## src/rtl/spad_pkg.sv

```systemverilog
// Shared FSM encodings and wrapped-address helper for the SPad read streamer.
// Pure definitions, no latency.
// No flow control here.
package spad_pkg;

  localparam logic [1:0] ST_IDLE   = 2'd0;
  localparam logic [1:0] ST_STREAM = 2'd1;
  localparam logic [1:0] ST_DRAIN  = 2'd2;
  localparam logic [1:0] ST_DONE   = 2'd3;

  // Sum is truncated to sum_width bits, then folded back once into [0, depth).
  function automatic int unsigned wrap_add(input int unsigned base,
                                           input int unsigned idx,
                                           input int unsigned depth,
                                           input int unsigned sum_width);
    int unsigned sum;
    sum = (base + idx) & ((32'd1 << sum_width) - 32'd1);
    if (sum >= depth) sum = sum - depth;
    return sum;
  endfunction

endpackage

```

## src/rtl/spad_addr_gen.sv

```systemverilog
// Window walker: latches base/length/passes, steps idx and pass counters, flags last/final.
// Address and flags are combinational from the current counters.
// Counters advance only when the parent issues a read.
module spad_addr_gen
  import spad_pkg::*;
#(
  parameter int DEPTH      = 96,
  parameter int ADDR_WIDTH = $clog2(DEPTH),
  parameter int CNT_WIDTH  = 8
) (
  input  logic                  clk,
  input  logic                  rst,
  input  logic                  load,
  input  logic                  advance,
  input  logic [ADDR_WIDTH-1:0] base_addr,
  input  logic [CNT_WIDTH-1:0]  length,
  input  logic [CNT_WIDTH-1:0]  passes,
  output logic [ADDR_WIDTH-1:0] addr,
  output logic                  is_last,
  output logic                  is_final
);

  logic [ADDR_WIDTH-1:0] base_q;
  logic [CNT_WIDTH-1:0]  len_q;
  logic [CNT_WIDTH-1:0]  passes_q;
  logic [CNT_WIDTH-1:0]  idx;
  logic [CNT_WIDTH-1:0]  pass_cnt;

  always_ff @(posedge clk) begin
    if (rst) begin
      base_q   <= '0;
      len_q    <= '0;
      passes_q <= '0;
      idx      <= '0;
      pass_cnt <= '0;
    end else if (load) begin
      base_q   <= base_addr;
      len_q    <= length;
      passes_q <= passes;
      idx      <= '0;
      pass_cnt <= '0;
    end else if (advance) begin
      if (is_last) begin
        idx      <= '0;
        pass_cnt <= pass_cnt + CNT_WIDTH'(1);
      end else begin
        idx <= idx + CNT_WIDTH'(1);
      end
    end
  end

  always_comb begin
    is_last  = (idx == len_q - CNT_WIDTH'(1));
    is_final = is_last && (pass_cnt == passes_q - CNT_WIDTH'(1));
    addr     = ADDR_WIDTH'(wrap_add(32'(base_q), 32'(idx), 32'(DEPTH), 32'(ADDR_WIDTH + 1)));
  end

endmodule

```

## src/rtl/spad_read_streamer.sv

```systemverilog
// SPad reader: streams a (base, length) window 'passes' times; optional SPAD_STREAM_ZERO_FLAG_EN adds out_is_zero.
// Latency: start sampled -> first read next cycle -> out_valid the cycle after; 1 word/cycle.
// Backpressure: one-entry output register; no read issued while it is full and not consumed.
module spad_read_streamer
  import spad_pkg::*;
#(
  parameter int DATA_WIDTH = 24,
  parameter int DEPTH      = 96,
  parameter int ADDR_WIDTH = $clog2(DEPTH),
  parameter int CNT_WIDTH  = 8
) (
  input  logic                  clk,
  input  logic                  rst,
  input  logic                  start,
  input  logic [ADDR_WIDTH-1:0] base_addr,
  input  logic [CNT_WIDTH-1:0]  length,
  input  logic [CNT_WIDTH-1:0]  passes,
  output logic                  busy,
  output logic                  done,
  output logic                  spad_chip_en,
  output logic [ADDR_WIDTH-1:0] spad_read_addr,
  input  logic [DATA_WIDTH-1:0] spad_read_data,
  output logic                  out_valid,
  input  logic                  out_ready,
  output logic [DATA_WIDTH-1:0] out_data,
`ifdef SPAD_STREAM_ZERO_FLAG_EN
  output logic                  out_is_zero,
`endif
  output logic                  out_last,
  output logic                  out_final
);

  logic [1:0]            state;
  logic                  accept;
  logic                  empty_cmd;
  logic                  rd_issue;
  logic                  handshake;
  logic [ADDR_WIDTH-1:0] gen_addr;
  logic                  gen_last;
  logic                  gen_final;
  logic [ADDR_WIDTH-1:0] addr_hold;

  spad_addr_gen #(
    .DEPTH     (DEPTH),
    .ADDR_WIDTH(ADDR_WIDTH),
    .CNT_WIDTH (CNT_WIDTH)
  ) u_addr_gen (
    .clk      (clk),
    .rst      (rst),
    .load     (accept),
    .advance  (rd_issue),
    .base_addr(base_addr),
    .length   (length),
    .passes   (passes),
    .addr     (gen_addr),
    .is_last  (gen_last),
    .is_final (gen_final)
  );

  always_comb begin
    accept    = (state == ST_IDLE) && start;
    empty_cmd = (length == '0) || (passes == '0);
    handshake = out_valid && out_ready;
    // Refill the output register whenever it is empty or draining this cycle.
    rd_issue  = (state == ST_STREAM) && (!out_valid || out_ready);
    spad_chip_en   = rd_issue;
    spad_read_addr = rd_issue ? gen_addr : addr_hold;
    busy = (state != ST_IDLE);
    done = (state == ST_DONE);
  end

  always_ff @(posedge clk) begin
    if (rst) begin
      state     <= ST_IDLE;
      out_valid <= 1'b0;
      out_data  <= '0;
      out_last  <= 1'b0;
      out_final <= 1'b0;
      addr_hold <= '0;
    end else begin
      if (rd_issue) begin
        out_valid <= 1'b1;
        out_data  <= spad_read_data;
        out_last  <= gen_last;
        out_final <= gen_final;
        addr_hold <= gen_addr;
      end else if (handshake) begin
        out_valid <= 1'b0;
      end

      case (state)
        ST_IDLE:   if (start) state <= empty_cmd ? ST_DONE : ST_STREAM;
        ST_STREAM: if (rd_issue && gen_final) state <= ST_DRAIN;
        ST_DRAIN:  if (handshake && out_final) state <= ST_DONE;
        ST_DONE:   state <= ST_IDLE;
        default:   state <= ST_IDLE;
      endcase
    end
  end

`ifdef SPAD_STREAM_ZERO_FLAG_EN
  always_ff @(posedge clk) begin
    if (rst) begin
      out_is_zero <= 1'b0;
    end else if (rd_issue) begin
      out_is_zero <= (spad_read_data == '0);
    end
  end
`endif

endmodule
```

## config.mk

```make
export PLATFORM = sky130hd
export DESIGN_NAME = spad_read_streamer
export DESIGN_NICKNAME = d
export VERILOG_FILES = /design/src/rtl/spad_pkg.sv /design/src/rtl/spad_addr_gen.sv /design/src/rtl/spad_read_streamer.sv
export SDC_FILE = /design/constraint.sdc
export NUM_CORES = 1
export LEC_CHECK = 0
export ABC_CLOCK_PERIOD_IN_PS = 2200
export BUFFER_PORTS_ARGS = -buffer_cell sky130_fd_sc_hd__buf_2
export CORE_MARGIN = 2
export CORE_UTILIZATION = 48
export DETAILED_ROUTE_END_ITERATION = 7
export PLACE_DENSITY = 0.76
export SLEW_MARGIN = 10
export SYNTH_ARGS = -nofsm -noshare
export SYNTH_HDL_FRONTEND = slang
export SYNTH_SLANG_ARGS = --single-unit
```

## constraint.sdc

```tcl
create_clock -name clk -period 2.2 [get_ports clk]
set_input_delay 0.11 -clock clk [delete_from_list [all_inputs] [get_ports clk]]
set_output_delay 0.11 -clock clk [all_outputs]
set_load 0.02 [all_outputs]
```

==> impl_metrics.csv <==
group,metric,value,unit
run_status,run_status,"finished, violations left",
run_status,violations_in_the_final_reports,"setup timing",
pwr,sw_share,38.9,%
yosys,synth_area,3660,um^2
yosys,yosysWarnings,0,
detailed_routing,drt-total-wl,9580,um
die,number_of_top_level_pins,88,
timing,rsz0062_at_grt,"true",
cells_and_area,finish.net_count,658,
cells_and_area,layout-drive-gt1-share,28.4,%
timing,timing_hold_violations_final,0,
pwr,power.density_cell_area,953,nW/um^2
die,fp.dieW,91.3,um
min_path,hp-class,"input port to flip-flop",
timing,drv_slew,0,
global_routing,grt_antenna_before_repair,0,
detailed_routing,detail_route.iter0.violations,114,
yosys,synth_cell_types,47,
pwr,vdd.ir_drop.worst,0.576,mV
timing,max_slew_margin,57.7,%
clock_tree,clock_root_buffer,"clkbuf_8",
timing,finalCritPeriodShare,122,%
timing,worst_slew_pin_slew,634,ps
place,numPlacedInstances,638,
timing,setup_viol_count_final,14,
pwr,net_switching_power_of_the_design,1870,uW
critical_path,critical_path_start_end_classification,"flip-flop to output pin",
critical_path,required,2090,ps
clock_tree,num_cts_buffers,9,
critical_path,critical_path_arrival,2580,ps
detailed_routing,route.detailed.wl_per_inst,13.8,um
global_routing,grt_util_all_layers,23.4,%
critical_path,timing.critical_path.from_type,"flip-flop",
yosys,synth-seq-cells,75,
clock_tree,cts_tree,"built",
clock_tree,clock_insertion_delay_worst_skew,350,ps
critical_path,setup.worst_path.end_class,"output pin",
timing,clock-skew-final,9.73,ps
cells_and_area,antenna_diode_count,0,
yosys,synth.avg_cell_area,8.03,um^2
pwr,internal_power,2950,uW
pwr,cellLeakagePower,0.00222,uW
detailed_routing,route.detailed.drc,0,
job,max_cap_violations,0,
cells_and_area,instances_no_fill,694,
detailed_routing,antenna_left,0,
timing,worst_slack,-491,ps
global_routing,grt_pass1_vias,3575,
timing,max_freq,372,MHz
detailed_routing,via_count,3567,
yosys,synth_sequential_area_ratio,41.0,%
pwr,share_seq_of_total_power,35.7,%
die,core-area,7330,um^2
die,die_h,91.3,um
clock_tree,clock_sink_count,75,
critical_path,critical_path.max_fanout,3,
clock_tree,cts.reportedPaths.clkPinSlew,80,ps
clock_tree,cts_htree_levels,3,
place,portBuffers,87,
global_routing,global_route.overflow_total,0,
global_routing,largest_net_degree_at_the_start_of_global_routing,62,
die,fp.dieArea,8340,um^2
die,initial_utilization,49.9,%
detailed_routing,drt_first_pass_iters,4,
die,fp-row-count,31,
clock_tree,cts.path.max_buffers,2,
pwr,clock_power_share,23.0,%
timing,final_period_minus_worst_setup_slack,2690,ps
cells_and_area,area.growth.synth_to_final,38.2,%
pwr,total_power,4820,uW
yosys,number_of_cells_produced_by_synthesis,456,
place,hpwlAfterDp,6160,um
pwr,combinationalPowerShare,41.3,%
global_routing,grt_pass1_wl,16000,um
place,global_placer_s_final_weighted_congestion,0.850,
yosys,postSynthNetCount,524,
detailed_routing,viasPerCell,5.14,
cells by family after synthesis:
| logic type | share of synthesized area (%) |
|---|---|
| compound gates | 13.4 |
| xor+xnor | 10.5 |
| fa+ha+maj | 6.02 |
| buf+inv | 4.31 |
| flops | 41.0 |
| mux | 0.820 |
| simple gates | 24.0 |
stage by stage:
stage / utilization, % / hold WS, ps / setup slack (ps) / TNS, ps / area (um^2)
after global routing: 69.0 / 3.28 / -701 / -3920 / 5060
after detailed placement: 58.5 / 355 / -126 / -254 / 4290
after floorplan: - / 238 / -31.8 / -31.8 / 3670
final: 69.0 / 13.6 / -491 / -1530 / 5060
after global placement: 58.5 / 351 / -70.8 / -111 / 4290
after CTS: 66.9 / 0.331 / -418 / -1070 / 4900
critical path: stages, from the launching register on:
cell and delay, ps:
dfxtp_2 340, ha_4 160, inv_2 50, fa_2 200, nor2b_1 50, o21a_1 190
o21a_1 220, o211a_1 280, nor4_4 330, a21oi_2 110, a21oi_2 150, buf_4 150
power groups by stage:
stage	combinational (uW)	sequential [uW]	clock, uW
3_3_place_gp	1720	1730	0
2_1_floorplan	1150	1860	0
3_5_place_dp	1770	1740	0
4_1_cts	1880	1720	1130
6_report	1990	1720	1110
5_1_grt	2200	1750	1190
worst paths after layout:
kind / start / end / slack [ps] / cells after the start
setup / recovery: u_addr_gen.idx[0] / spad_read_addr[6] / -490 / 11
hold / removal: passes[7] / u_addr_gen.passes_q[7] / 10 / 3
setup reg to reg: u_addr_gen.idx[0] / addr_hold[6] / -400 / 13
hold reg to reg: out_data[1] / out_data[1] / 460 / 2
synthesized netlist by cell type, drive strengths merged:
| master | count | area share [%] |
|---|---|---|
| inv | 15 | 1.5 |
| a221oi | 1 | 0.24 |
| or4 | 1 | 0.31 |
| dfxtp | 75 | 41 |
| a21o | 1 | 0.21 |
| and3 | 4 | 0.68 |
| o31ai | 2 | 0.41 |
| nor3 | 6 | 0.82 |
| nand2 | 117 | 12 |
| nor2b | 4 | 0.68 |
| ha | 16 | 5.5 |
| a32o | 1 | 0.27 |
| xnor2 | 19 | 4.5 |
| a41oi | 1 | 0.24 |
| nand4 | 7 | 1.4 |
| nand3 | 6 | 0.82 |
| clkbuf | 23 | 2.4 |
| a211oi | 1 | 0.21 |
| o21bai | 1 | 0.21 |
| a221o | 1 | 0.27 |
| fa | 1 | 0.55 |
| and4 | 1 | 0.24 |
| buf | 2 | 0.41 |
| o21ba | 1 | 0.27 |
| nor4 | 11 | 2.9 |
| o21a | 2 | 0.41 |
| xor2 | 25 | 6.0 |
| nand3b | 1 | 0.21 |
| and2 | 1 | 0.17 |
| o211a | 1 | 0.27 |
| a311o | 1 | 0.27 |
| o21ai | 7 | 0.96 |
| a21oi | 61 | 8.4 |
| o31a | 1 | 0.24 |
| or2 | 1 | 0.17 |
| a21boi | 1 | 0.21 |
| nand2b | 5 | 0.85 |
| nor2 | 27 | 2.8 |
| mux2i | 3 | 0.82 |
| o2111ai | 1 | 0.24 |
state kept, by name, summed over array words and instances (netlist names):
register,count
out_last,1
u_addr_gen.pass_cnt,8
u_addr_gen.base_q,7
u_addr_gen.passes_q,8
out_data,24
out_valid,1
state,2
u_addr_gen.idx,8
u_addr_gen.len_q,8
out_final,1
addr_hold,7
routing by layer:
layer  global-route usage (%)  wire length, um  up-vias
li1                         -                -     1786
met1                     28.3             4050     1666
met2                     41.2             4880      103
met3                     5.81              509       12
met4                     6.44              144        0
met5                        0                0        -
cell usage in the layout (no fill, tap or decap), types with 3 or more instances in the layout:
cell           instances
dlygate4sd3_1         31
buf_6                  7
nor2b_1                4
a21oi_2                3
inv_1                 11
nor3_1                 4
dfxtp_2                5
nand2_1              115
nand3_1                6
buf_2                 84
ha_1                  14
xor2_1                25
nor4_1                 6
and3_1                 4
nor4_4                 4
xnor2_1               17
o21ai_1                4
buf_4                 25
nand4_1                6
nor2_1                26
mux2i_1                3
o21ai_0                3
a21oi_1               58
inv_2                  4
clkbuf_8              10
nand2b_1               5
dfxtp_1               70
final cells by class:
cell class                 count  area, um^2
multi-input combinational    341        2140
inverter                      15        56.3
clock buffer                  10         138
clock inverter                 6        71.3
tap                           99         124
timing repair buffer         148        1020
fill                         582        2270
sequential                    75        1510
timing repair:
item / in CTS / in global routing
pin swaps: 8 / 9
endpoints found under the hold margin: 31 / 0
hold buffers: 31 / 0
buffers inserted: 5 / 4
gates resized for setup: 15 / 27
endpoints found under the setup margin: 5 / 25
(Power assumes the default switching activity.)
